==> src/rtl/spi_pkg.sv <==
// spi_pkg: command codes, FSM states and widths shared by the SPI master and slave
package spi_pkg;
   localparam int FRAME_W = 10;
   localparam int DATA_W  = 8;
   localparam int CNT_W   = 4;
   localparam logic [1:0] CMD_WR_ADDR = 2'b00;
   localparam logic [1:0] CMD_WR_DATA = 2'b01;
   localparam logic [1:0] CMD_RD_ADDR = 2'b10;
   localparam logic [1:0] CMD_RD_DATA = 2'b11;
   typedef enum logic [2:0] {
      ST_IDLE,
      ST_CMD,
      ST_SHIFT,
      ST_TRAIL,
      ST_TURN,
      ST_CAPTURE,
      ST_GAP
   } state_t;
endpackage

==> src/rtl/spi_shift_reg.sv <==
// spi_shift_reg: 10-bit PISO for MOSI, 8-bit SIPO for MISO and a 4-bit down-counter
// Ports: clk/rst; i_load + i_frame load the PISO; i_shift shifts it MSB-first (zero fill);
//        i_cap shifts i_miso into the SIPO; i_cnt_load/i_cnt_val preset the counter, which
//        steps down on shift/capture and stops at zero; o_mosi is the PISO MSB;
//        o_rx_next is the byte as it will read once the current i_miso is taken;
//        o_cnt_zero flags the terminal count.
module spi_shift_reg
   import spi_pkg::*;
(
   input  logic               clk,
   input  logic               rst,
   input  logic               i_load,
   input  logic [FRAME_W-1:0] i_frame,
   input  logic               i_shift,
   input  logic               i_cap,
   input  logic               i_miso,
   input  logic               i_cnt_load,
   input  logic [CNT_W-1:0]   i_cnt_val,
   output logic               o_mosi,
   output logic [DATA_W-1:0]  o_rx_next,
   output logic               o_cnt_zero
);
   logic [FRAME_W-1:0] r_tx;
   logic [DATA_W-2:0]  r_rx;
   logic [CNT_W-1:0]   r_cnt;
   assign o_mosi     = r_tx[FRAME_W-1];
   assign o_rx_next  = {r_rx, i_miso};
   assign o_cnt_zero = r_cnt == '0;
   // Zero fill leaves MOSI low once all ten bits are out
   always_ff @(posedge clk) begin
      if (rst) begin
         r_tx  <= '0;
         r_rx  <= '0;
         r_cnt <= '0;
      end else begin
         if (i_load) r_tx <= i_frame;
         else if (i_shift) r_tx <= {r_tx[FRAME_W-2:0], 1'b0};
         if (i_cap) r_rx <= o_rx_next[DATA_W-2:0];
         if (i_cnt_load) r_cnt <= i_cnt_val;
         else if ((i_shift || i_cap) && !o_cnt_zero) r_cnt <= r_cnt - 1'b1;
      end
   end
endmodule

==> src/rtl/spi_master.sv <==
// spi_master: serialises one {cmd, payload} frame per request and captures RD_DATA replies
// Ports: clk/rst (sync, active high); start/cmd/payload request, accepted when ready;
//        done pulses as ss_n returns high; rd_data holds the last RD_DATA byte;
//        seq_err pulses with done for an RD_DATA without a preceding RD_ADDR;
//        ss_n/MOSI/MISO form the serial link to the slave.
module spi_master
   import spi_pkg::*;
#(
   parameter int TURNAROUND = 3,
   parameter int IDLE_GAP   = 1
) (
   input  logic              clk,
   input  logic              rst,
   input  logic              start,
   input  logic [1:0]        cmd,
   input  logic [DATA_W-1:0] payload,
   output logic              ready,
   output logic              done,
   output logic [DATA_W-1:0] rd_data,
   output logic              seq_err,
   output logic              ss_n,
   output logic              MOSI,
   input  logic              MISO
);
   localparam int WAIT_MAX = (TURNAROUND > IDLE_GAP) ? TURNAROUND : IDLE_GAP;
   localparam int WAIT_W   = $clog2(WAIT_MAX) + 1;
   localparam logic [WAIT_W-1:0] TURN_LAST = WAIT_W'(TURNAROUND - 1);
   localparam logic [WAIT_W-1:0] GAP_LAST  = WAIT_W'(IDLE_GAP - 1);
   state_t              r_state;
   logic [1:0]          r_cmd;
   logic                r_rd_pend;
   logic [WAIT_W-1:0]   r_wait;
   logic                w_accept;
   logic                w_cnt_load;
   logic                w_cnt_zero;
   logic [CNT_W-1:0]    w_cnt_val;
   logic [DATA_W-1:0]   w_rx_next;
   assign w_accept   = start && ready;
   assign w_cnt_load = (r_state == ST_CMD) || (r_state == ST_TURN && r_wait == '0);
   assign w_cnt_val  = (r_state == ST_CMD) ? CNT_W'(FRAME_W - 1) : CNT_W'(DATA_W - 1);
   spi_shift_reg u_sr (
      .clk        (clk),
      .rst        (rst),
      .i_load     (w_accept),
      .i_frame    ({cmd, payload}),
      .i_shift    (r_state == ST_SHIFT),
      .i_cap      (r_state == ST_CAPTURE),
      .i_miso     (MISO),
      .i_cnt_load (w_cnt_load),
      .i_cnt_val  (w_cnt_val),
      .o_mosi     (MOSI),
      .o_rx_next  (w_rx_next),
      .o_cnt_zero (w_cnt_zero)
   );
   // The last GAP cycle already shows ready, so it accepts a request exactly like IDLE
   always_ff @(posedge clk) begin
      if (rst) begin
         r_state   <= ST_IDLE;
         r_cmd     <= '0;
         r_rd_pend <= 1'b0;
         r_wait    <= '0;
         ready     <= 1'b1;
         done      <= 1'b0;
         rd_data   <= '0;
         seq_err   <= 1'b0;
         ss_n      <= 1'b1;
      end else begin
         done    <= 1'b0;
         seq_err <= 1'b0;
         case (r_state)
            ST_IDLE, ST_GAP: begin
               if (w_accept) begin
                  r_state <= ST_CMD;
                  r_cmd   <= cmd;
                  ready   <= 1'b0;
                  ss_n    <= 1'b0;
               end else if (r_state == ST_GAP) begin
                  if (r_wait == '0) r_state <= ST_IDLE;
                  else begin
                     r_wait <= r_wait - 1'b1;
                     ready  <= r_wait == WAIT_W'(1);
                  end
               end
            end
            ST_CMD: r_state <= ST_SHIFT;
            ST_SHIFT: begin
               if (w_cnt_zero) begin
                  r_state <= (r_cmd == CMD_RD_DATA) ? ST_TURN : ST_TRAIL;
                  r_wait  <= TURN_LAST;
               end
            end
            ST_TRAIL: begin
               r_state <= ST_GAP;
               ss_n    <= 1'b1;
               done    <= 1'b1;
               ready   <= IDLE_GAP == 1;
               r_wait  <= GAP_LAST;
               if (r_cmd == CMD_RD_ADDR) r_rd_pend <= 1'b1;
            end
            ST_TURN: begin
               if (r_wait == '0) r_state <= ST_CAPTURE;
               else r_wait <= r_wait - 1'b1;
            end
            ST_CAPTURE: begin
               if (w_cnt_zero) begin
                  r_state   <= ST_GAP;
                  ss_n      <= 1'b1;
                  done      <= 1'b1;
                  ready     <= IDLE_GAP == 1;
                  r_wait    <= GAP_LAST;
                  rd_data   <= w_rx_next;
                  seq_err   <= !r_rd_pend;
                  r_rd_pend <= 1'b0;
               end
            end
            default: r_state <= ST_IDLE;
         endcase
      end
   end
endmodule

==> config.mk <==
export PLATFORM = sky130hd
export DESIGN_NAME = spi_master
export DESIGN_NICKNAME = d
export VERILOG_FILES = /design/src/rtl/spi_pkg.sv /design/src/rtl/spi_shift_reg.sv /design/src/rtl/spi_master.sv
export SDC_FILE = /design/constraint.sdc
export NUM_CORES = 1
export LEC_CHECK = 0
export ABC_AREA = 1
export BUFFER_PORTS_ARGS = -buffer_cell sky130_fd_sc_hd__buf_2
export CAP_MARGIN = 20
export CORE_UTILIZATION = 61
export CTS_CLUSTER_SIZE = 12
export DETAILED_ROUTE_END_ITERATION = 10
export GPL_TIMING_DRIVEN = 0
export PLACE_DENSITY_LB_ADDON = 0.08
export SETUP_SLACK_MARGIN = 0.1
export SLEW_MARGIN = 10
export SYNTH_ARGS = -nofsm -noshare
export SYNTH_HDL_FRONTEND = slang
export SYNTH_SLANG_ARGS = --single-unit
==> constraint.sdc <==
create_clock -name clk -period 4.3 [get_ports clk]
set_input_delay 0.215 -clock clk [delete_from_list [all_inputs] [get_ports clk]]
set_output_delay 0.215 -clock clk [all_outputs]
set_load 0.03 [all_outputs]
==> impl_metrics.csv, run 1 <==
group,metric,value,unit
critical_path,critPathBufInv,2,
routing,via_per_inst,5.241,
placement,dp.cells,336,
layout,finalNonFillerCells,344,
timing,max_freq,556.8,MHz
global_routing,use_met2,0.4029,
layout,multi_input_area,992.2,µm²
placement,port_buffers,25,
routing,wl_per_cell,11.79,µm
routing,drcViolationCount,0,
clocking,cts.reportedPaths.clkPinSlew,0.13,ns
clocking,cts_buffer_depth,2,
timing,max_slew_margin,0.6657,
logic_synthesis,synth_area_leaders,"dfxtp_1, nand2_1, nor2_1",
layout,final_common_cell,"nand2_1",
global_routing,busiest_layer,"met2",
power,leakage,0.001001,µW
timing,setup_tns,0,ns
clocking,clk-insertion-delay-late,0.35,ns
floorplanning,start_util,0.6488,
critical_path,cp_top_family,"simple AND/OR/NAND/NOR gates",
timing,setup_violations,0,
logic_synthesis,ys_seq_area_frac,0.4211,
global_routing,grtUsageMet3,0.05895,
global_routing,antenna_found_initial,0,
timing,hold_viol_final,0,
logic_synthesis,synth_top_cell_area_share,0.4211,
logic_synthesis,netlist_instances,267,
clocking,cts_tree,"built",
timing,fin_ws,2.504,ns
logic_synthesis,synth_top_cell_by_area,"dfxtp_1",
critical_path,crit_fanout,10,
floorplanning,fp.dieH,59.22,µm
layout,n_fill_cell,276,
global_routing,grt_pass1_wl,6927,µm
global_routing,grt_pass1_vias,1604,
timing,period_share,0.4176,
critical_path,path_class,"register to register",
placement,dpl.hpwl,2975,µm
layout,nets,317,
critical_path,cp-start-kind,"register",
critical_path,critPathMostFrequentCell,"nand3_1",
critical_path,crit_chain,"inv_1 -> ha_1 -> nand3_1 -> nor2_4 -> inv_2 -> nand2_1 -> nand3_1 -> nand2_1 -> nand3_1",
layout,final_cell_mix,"nand2_1, dfxtp_1, nor2_1",
logic_synthesis,synthesis.area,1997,µm²
global_routing,grt_use_total,0.2611,
routing,firstDrtPassIters,4,
timing,final_max_slew_viol_count,0,
critical_path,cp.required,4.55,ns
critical_path,slowest_stage,"dfxtp_1",
critical_path,cp.arrival,2.05,ns
placement,preCtsSetupSlack,2.538,ns
layout,drive_above_1_share,0.2133,
run,drv_cap,0,
clocking,cts_resized,0,
power,ir_drop,0.3495,mV
routing,drt_iter0_drc,117,
timing,period_minus_slack,1.796,ns
power,powerDensity,674.2,nW/µm²
routing,drt_wl_total,4057,µm
critical_path,slowest_delay,0.35,ns
placement,dpl_cell_area,2177,µm²
clocking,postCtsSetupBuffers,0,
floorplanning,core_area,3078,µm²
floorplanning,dieArea,3506,µm²
logic_synthesis,synth_nets,285,
layout,area_growth_syn_to_layout,11.97,%
floorplanning,std_cell_rows,20,
logic_synthesis,syn_avg_cell_area,7.479,µm²
outcome,outcome,"completed",
logic_synthesis,ys_ff_latch,42,
clocking,holdBufCountCts,0,
floorplanning,chipWidth,59.22,µm
worst_hold_path,hold_path.class,"input port to register",
floorplanning,io-pin-count,27,
clocking,cts.sink_count,42,
global_routing,grt_use_met1,0.3658,
clocking,htreeDepth,2,
routing,drt.antenna.violating_nets,0,
placement,gp_congestion,0.8976,
global_routing,grt_overflow,0,
logic_synthesis,ys_warn_count,0,
layout,design_area,2236,µm²
routing,vias,1803,
layout,ff_latch_area,840.8,µm²
critical_path,cp-end-kind,"register",
timing,worst_pin_slew,0.5014,ns
logic_synthesis,synth_cell_types,31,
layout,diodes,0,
global_routing,grt_max_degree,15,
clocking,cts_buffers,5,
clocking,root_buffer,"clkbuf_4",
timing,fin_worst_skew,0.007639,ns
timing,rsz0062_at_grt,"no",
==> tightest hold or removal path, cell delays in order <==
cell	delay [ns]
buf_2	0.09
nor2_1	0.04
nor2_1	0.08
==> synthesized netlist by cell type <==
library cell and number:
nand2_1 47, dfxtp_1 42, nor2_1 34, inv_1 23
nand3_1 21, o21ai_0 21, a21oi_1 19, nand2_2 9
a311oi_1 8, inv_2 5, clkbuf_1 4, ha_1 4
nor2_2 3, o21ai_1 3, a211oi_1 2, a21oi_2 2
buf_2 2, buf_6 2, nand3_4 2, nor2_4 2
xnor2_1 2, a31oi_1 1, clkbuf_4 1, clkinv_1 1
nand2_4 1, nand3_2 1, nand4_1 1, nor3_1 1
nor3_2 1, o211ai_1 1, xor2_1 1
==> metal layers <==
metal  part of all wire  vias to the layer above
met5                  0                        -
li1                   -                      950
met2               0.44                       43
met4              0.022                        0
met1               0.50                      799
met3              0.033                       11
==> sequential cells by signal, indices dropped and copies added, names as in the netlist <==
name        flops
u_sr.r_tx      10
rd_data         8
u_sr.r_rx       7
u_sr.r_cnt      4
r_state         3
r_wait          3
r_cmd           2
done            1
r_rd_pend       1
ready           1
seq_err         1
ss_n            1
==> final timing paths <==
kind	startpoint	endpoint	slack, ns	depth (start not counted)
max reg2reg	u_sr.r_cnt[0]	ready	2.50	9
min	MISO	rd_data[0]	0.1	3
min reg2reg	r_rd_pend	seq_err	0.43	1
max	u_sr.r_cnt[0]	ready	2.50	9
==> per-stage QoR <==
step           hold slack, ns  power, µW  utilization
6_report              0.09945       1508       0.7264
5_1_grt                0.1051       1644       0.7264
2_1_floorplan          0.3499       1167            -
3_5_place_dp           0.4098       1310       0.7073
4_1_cts               0.09760       1504       0.7264
3_3_place_gp           0.4063       1298       0.7073
==> kinds of logic after synthesis <==
| kind of cell | count (synthesis) | share of synthesized area |
|---|---|---|
| buf+inv | 38 | 0.08208 |
| simple gates | 123 | 0.2926 |
| xor+xnor | 3 | 0.01316 |
| compound gates | 57 | 0.1660 |
| fa+ha+maj | 4 | 0.02506 |
| flops | 42 | 0.4211 |
==> cell type report <==
class,count,area share
timing repair buffer,25,0.05596
tap,44,0.02462
inverter,29,0.04868
clock buffer,5,0.01679
clock inverter,3,0.009513
buffer,9,0.02462
sequential,42,0.3760
multi-input combinational,187,0.4438
==> report_power, final <==
group | leakage [µW] | total (µW) | switching (µW) | internal, µW
logic | 0.000626 | 772 | 504 | 268
registers | 0.000343 | 539 | 60.3 | 479
clock network | 0.0000312 | 196 | 133 | 63.7
total | 0.00100 | 1510 | 697 | 811
Note: power is estimated with default switching activity, not from simulation.
==> run 2: changes to the inputs <==
Settings changed: CORE_UTILIZATION 61 to 51.
Clock period 4.3 ns to 1.56 ns, I/O delays scaled along.
==> run 2 against run 1 <==
Net effect: combinational power rose to 3.0 times the previous value; global-route usage fell by 3.0 points; sequential cell count unchanged; largest cell class unchanged; highest routed layer unchanged.
==> impl_metrics.csv, run 2 (same netlist as run 1, synthesis figures left out) <==
group,metric,value,unit
timing,max_slew_margin,0.6842,
routing,drt_iter0_drc,114,
clocking,htreeDepth,2,
layout,top_register,"u_sr.r_tx",
global_routing,grt_use_total,0.2310,
clocking,cts_tree,"built",
placement,port_buffers,25,
critical_path,r2r_end,"u_sr.r_cnt[0]",
floorplanning,std_cell_rows,22,
layout,n_fill_cell,375,
routing,firstDrtPassIters,4,
placement,dp.cells,340,
layout,drive_above_1_share,0.2715,
routing,drcViolationCount,0,
floorplanning,io-pin-count,27,
timing,worst_pin_slew,0.4737,ns
critical_path,cp.required,1.75,ns
worst_hold_path,min_to,"rd_data[0]",
layout,area_growth_syn_to_layout,19.42,%
global_routing,grt_max_degree,14,
clocking,cts.sink_count,42,
layout,final_cell_mix,"nand2_1, dfxtp_1, nor2_1",
clocking,cts_buffer_depth,2,
layout,nets,319,
timing,period_share,0.9254,
layout,finalNonFillerCells,350,
routing,drt_wl_total,4427,µm
timing,rsz0062_at_grt,"yes",
timing,hold_viol_final,0,
floorplanning,start_util,0.5374,
worst_hold_path,hold_path.class,"input port to register",
critical_path,cp-end-kind,"register",
routing,drt.antenna.violating_nets,0,
critical_path,critPathBufInv,3,
layout,final_util,0.6418,
critical_path,cp_top_family,"simple AND/OR/NAND/NOR gates",
critical_path,cp-start-kind,"register",
critical_path,r2r_cells,9,
timing,period_minus_slack,1.444,ns
timing,max_freq,692.7,MHz
floorplanning,dieArea,4170,µm²
critical_path,slowest_stage,"dfxtp_1",
routing,via_per_inst,5.266,
run,drv_cap,0,
timing,fin_worst_skew,0.007822,ns
routing,wl_per_cell,12.65,µm
timing,setup_violations,0,
layout,diodes,0,
global_routing,antenna_found_initial,0,
worst_hold_path,min_from,"MISO",
clocking,clk-insertion-delay-late,0.29,ns
global_routing,grt_pass1_wl,7431,µm
floorplanning,chipWidth,64.58,µm
critical_path,crit_chain,"buf_6 -> inv_1 -> nand3_4 -> nand2_2 -> nand2_2 -> a21oi_1 -> o21ai_0 -> nand2_1 -> inv_1",
worst_hold_path,holdPathStages,3,
clocking,holdBufCountCts,0,
timing,setup_tns,0,ns
critical_path,reg2reg_from,"r_state[2]",
timing,final_max_slew_viol_count,0,
power,leakage,0.001059,µW
floorplanning,fp.dieH,64.58,µm
critical_path,crit_fanout,8,
layout,top_regs,"u_sr.r_tx: 10 flops, rd_data: 8 flops, u_sr.r_rx: 7 flops",
floorplanning,core_area,3716,µm²
layout,final_common_cell,"nand2_1",
clocking,root_buffer,"clkbuf_8",
critical_path,slowest_delay,0.31,ns
clocking,cts_buffers,5,
layout,largest_reg_flops,10,
critical_path,reg2reg_slack,0.12,ns
power,powerDensity,1973,nW/µm²
clocking,cts.reportedPaths.clkPinSlew,0.08,ns
power,ir_drop,0.8404,mV
global_routing,grt_pass1_vias,1611,
layout,ff_latch_area,844.6,µm²
critical_path,cp.arrival,1.64,ns
routing,vias,1843,
global_routing,grt_overflow,0,
outcome,outcome,"completed",
placement,gp_congestion,0.8924,
layout,multi_input_area,1060,µm²
placement,dpl.hpwl,3041,µm
critical_path,path_class,"register to register",
-- run 2: changes by cell type in the layout (fill, tap and decap cells not counted), sizes merged --
cell / change
buf: +1
bufinv: +1
clkbuf: +1
clkinv: -1
clkinvlp: -1
inv: +1
-- run 2: through the flow --
| stage | setup WS [ns] | cell area [µm²] | hold slack [ns] | total power, µW |
|---|---|---|---|---|
| 3_3_place_gp | -0.2058 | 2182 | 0.3219 | 3603 |
| 6_report | 0.1164 | 2385 | 0.02375 | 4706 |
| 5_1_grt | 0.04830 | 2385 | 0.02000 | 5085 |
| 4_1_cts | 0.09388 | 2317 | 0.02030 | 4527 |
| 3_5_place_dp | -0.1939 | 2182 | 0.3247 | 3622 |
| 2_1_floorplan | 0.1151 | 1997 | 0.2129 | 3216 |
-- run 2: layout make-up --
type	instances	area share
Tap cell	48	0.02518
Multi-Input combinational cell	187	0.4444
Clock buffer	5	0.02886
Clock inverter	3	0.01679
Inverter	29	0.04565
Buffer	9	0.02466
Sequential cell	42	0.3541
Timing Repair Buffer	27	0.06034
-- run 2: what timing repair did --
item,in CTS,in global routing
pin swaps,2,4
gates resized for setup,5,21
setup buffers,1,1
setup endpoints to repair,16,28
-- run 2: worst max-delay path by stage --
| stage | start | to | slack, ns | cells after the start |
|---|---|---|---|---|
| global placement | u_sr.r_cnt[0] | ready | -0.21 | 9 |
| detailed placement | u_sr.r_cnt[0] | ready | -0.19 | 9 |
| global route | u_sr.r_cnt[0] | r_state[2] | 0.05 | 9 |
| finish | r_state[2] | u_sr.r_cnt[0] | 0.12 | 9 |
| floorplan | u_sr.r_cnt[0] | ready | 0.12 | 9 |
| CTS | u_sr.r_cnt[1] | ready | 0.09 | 9 |
-- run 2: report_power, final --
group / switching, µW / total [µW] / internal [µW]
sequential: 178 / 1510 / 1330
clock: 383 / 855 / 472
combinational: 1500 / 2350 / 842
-- run 2: routing by layer --
metal | vias to the layer above | track usage | wire length (µm)
met4 | 0 | 0.06667 | 24
met3 | 2 | 0.05282 | 201
met1 | 848 | 0.3137 | 2198
met5 | - | 0 | 0
li1 | 951 | - | -
met2 | 42 | 0.3645 | 2002
-- run 2: tightest hold or removal path, delay by kind of cell --
family | cells | cell delay (ns)
AND/OR/NAND/NOR | 2 | 0.12
buffers and inverters | 1 | 0.08
==> run 3: changes to the inputs <==
Settings changed: CORE_MARGIN from default to 4, REMOVE_ABC_BUFFERS from default to 1.
==> run 3 against run 2 <==
Net effect: power rose by 1.7%; setup slack gained 0.045 ns; worst hold slack got worse by 0.0045 ns; combinational power is 7% higher; core utilization up 0.91 points; die area is 19% higher; cell count grew 0.86%; highest routed layer unchanged.
==> impl_metrics.csv, run 3 (same netlist as run 1, synthesis figures left out) <==
group,metric,value,unit
routing,wl_per_cell,12.52,µm
layout,top_regs,"u_sr.r_tx: 10 flops, rd_data: 8 flops, u_sr.r_rx: 7 flops",
layout,diodes,0,
floorplanning,std_cell_rows,22,
layout,final_common_cell,"nand2_1",
global_routing,grt_max_degree,28,
placement,gp_congestion,0.9106,
worst_hold_path,min_from,"MISO",
critical_path,path_class,"register to register",
critical_path,critPathBufInv,2,
layout,top_register,"u_sr.r_tx",
timing,hold_viol_final,0,
clocking,htreeDepth,2,
timing,max_freq,715.2,MHz
global_routing,grt_pass1_vias,1669,
layout,design_area,2419,µm²
global_routing,antenna_found_initial,0,
critical_path,cp-end-kind,"register",
timing,max_slew_margin,0.5127,
layout,drive_above_1_share,0.3082,
clocking,clk-insertion-delay-late,0.30,ns
floorplanning,fp.dieH,70.58,µm
critical_path,cp_top_family,"simple AND/OR/NAND/NOR gates",
floorplanning,dieArea,4981,µm²
critical_path,reg2reg_from,"r_state[0]",
critical_path,crit_chain,"inv_2 -> nand3_4 -> clkinvlp_4 -> nor2_4 -> nand2_2 -> nand3_2 -> nand2_1 -> nand2_1 -> nor2_1",
timing,final_max_slew_viol_count,0,
routing,drt.antenna.violating_nets,0,
placement,port_buffers,26,
placement,dpl.hpwl,2912,µm
timing,setup_violations,0,
global_routing,grt_pass1_wl,7355,µm
clocking,cts.sink_count,42,
floorplanning,chipWidth,70.58,µm
floorplanning,core_area,3716,µm²
clocking,cts_buffer_depth,2,
power,ir_drop,0.9255,mV
layout,nets,322,
critical_path,r2r_cells,9,
routing,firstDrtPassIters,4,
critical_path,cp.required,1.75,ns
floorplanning,io-pin-count,27,
clocking,root_buffer,"clkbuf_8",
worst_hold_path,holdPathStages,3,
global_routing,grt_overflow,0,
critical_path,r2r_end,"r_wait[2]",
clocking,cts_buffers,5,
worst_hold_path,min_to,"rd_data[0]",
critical_path,critPathMostFrequentCell,"nand2_1",
layout,finalNonFillerCells,353,
clocking,cts.reportedPaths.clkPinSlew,0.07,ns
timing,whs,0.01924,ns
run,drv_cap,0,
worst_hold_path,hold_path.class,"input port to register",
timing,fin_worst_skew,0.009828,ns
floorplanning,start_util,0.5374,
critical_path,reg2reg_slack,0.16,ns
routing,drt_iter0_drc,96,
timing,rsz0062_at_grt,"yes",
routing,drt_wl_total,4421,µm
layout,largest_reg_flops,10,
critical_path,cp.arrival,1.59,ns
power,leakage,0.001063,µW
timing,worst_pin_slew,0.7302,ns
placement,dp.cells,332,
power,power,4786,µW
global_routing,grt_use_total,0.1813,
routing,vias,1865,
timing,period_share,0.8962,
layout,final_cell_mix,"nand2_1, dfxtp_1, nor2_1",
routing,drcViolationCount,0,
critical_path,slowest_delay,0.41,ns
outcome,outcome,"completed",
power,powerDensity,1979,nW/µm²
critical_path,crit_fanout,7,
layout,area_growth_syn_to_layout,21.12,%
timing,period_minus_slack,1.398,ns
placement,dpl_cell_area,2132,µm²
routing,via_per_inst,5.283,
critical_path,slowest_stage,"dfxtp_2",
clocking,cts_tree,"built",
critical_path,cp-start-kind,"register",
==> run 3: cell types whose count changed in the layout (fill, tap and decap cells not counted), sizes merged <==
| cell | change |
|---|---|
| buf | +9 |
| bufinv | -1 |
| clkbuf | -5 |
| clkinv | -1 |
| clkinvlp | +3 |
| inv | -2 |
==> run 3: power by group <==
| part | switching (µW) | internal (µW) | total [µW] |
|---|---|---|---|
| clock | 375 | 356 | 731 |
| sequential | 201 | 1330 | 1540 |
| combinational | 1550 | 969 | 2520 |
==> run 3: repair_timing <==
action,CTS,global route
resized for setup,14,17
buffers inserted,3,10
hold buffers,0,0
setup endpoints to repair,32,20
pin swaps,2,8
==> run 3: worst max path at each step <==
stage / end / from / cells after the start / slack (ns)
2_1_floorplan: r_state[2] / ready / 7 / -0.18
3_3_place_gp: r_state[2] / ready / 7 / -0.26
3_5_place_dp: r_state[2] / ready / 7 / -0.27
4_1_cts: ready / u_sr.r_cnt[0] / 9 / 0.12
5_1_grt: r_wait[0] / r_state[1] / 9 / 0.07
6_report: r_wait[2] / r_state[0] / 9 / 0.16
==> run 3: cell type report <==
cell class                      instances  area [µm²]
Fill cell                             353        1297
Multi-Input combinational cell        187        1067
Sequential cell                        42       849.6
Timing Repair Buffer                   39       227.7
Inverter                               29       118.9
Clock buffer                            6       82.58
Tap cell                               48       60.06
Clock inverter                          2       12.51
==> run 3: per-stage QoR <==
step / util / setup TNS (ns) / worst slack [ns]
after detailed placement: 0.5737 / -2.566 / -0.2743
after global placement: 0.5737 / -2.401 / -0.2613
after floorplan: - / -0.9792 / -0.1823
after CTS: 0.6189 / 0 / 0.1186
after global routing: 0.6508 / 0 / 0.06682
final: 0.6508 / 0 / 0.1619
==> run 3: worst register-to-register path, delay by kind of cell, from the launching register on <==
| kind | cells | cell delay (ns) |
|---|---|---|
| DFF | 1 | 0.41 |
| and+or+nand+nor | 7 | 0.64 |
| buffers and inverters | 2 | 0.25 |
==> run 3: layer usage <==
metal / global-route usage / vias up / routed length (µm)
met2: 0.3015 / 37 / 2110
met4: 0.06263 / 0 / 78
met1: 0.2272 / 862 / 2056
met5: 0 / - / 0
met3: 0.04972 / 10 / 176
li1: - / 956 / -
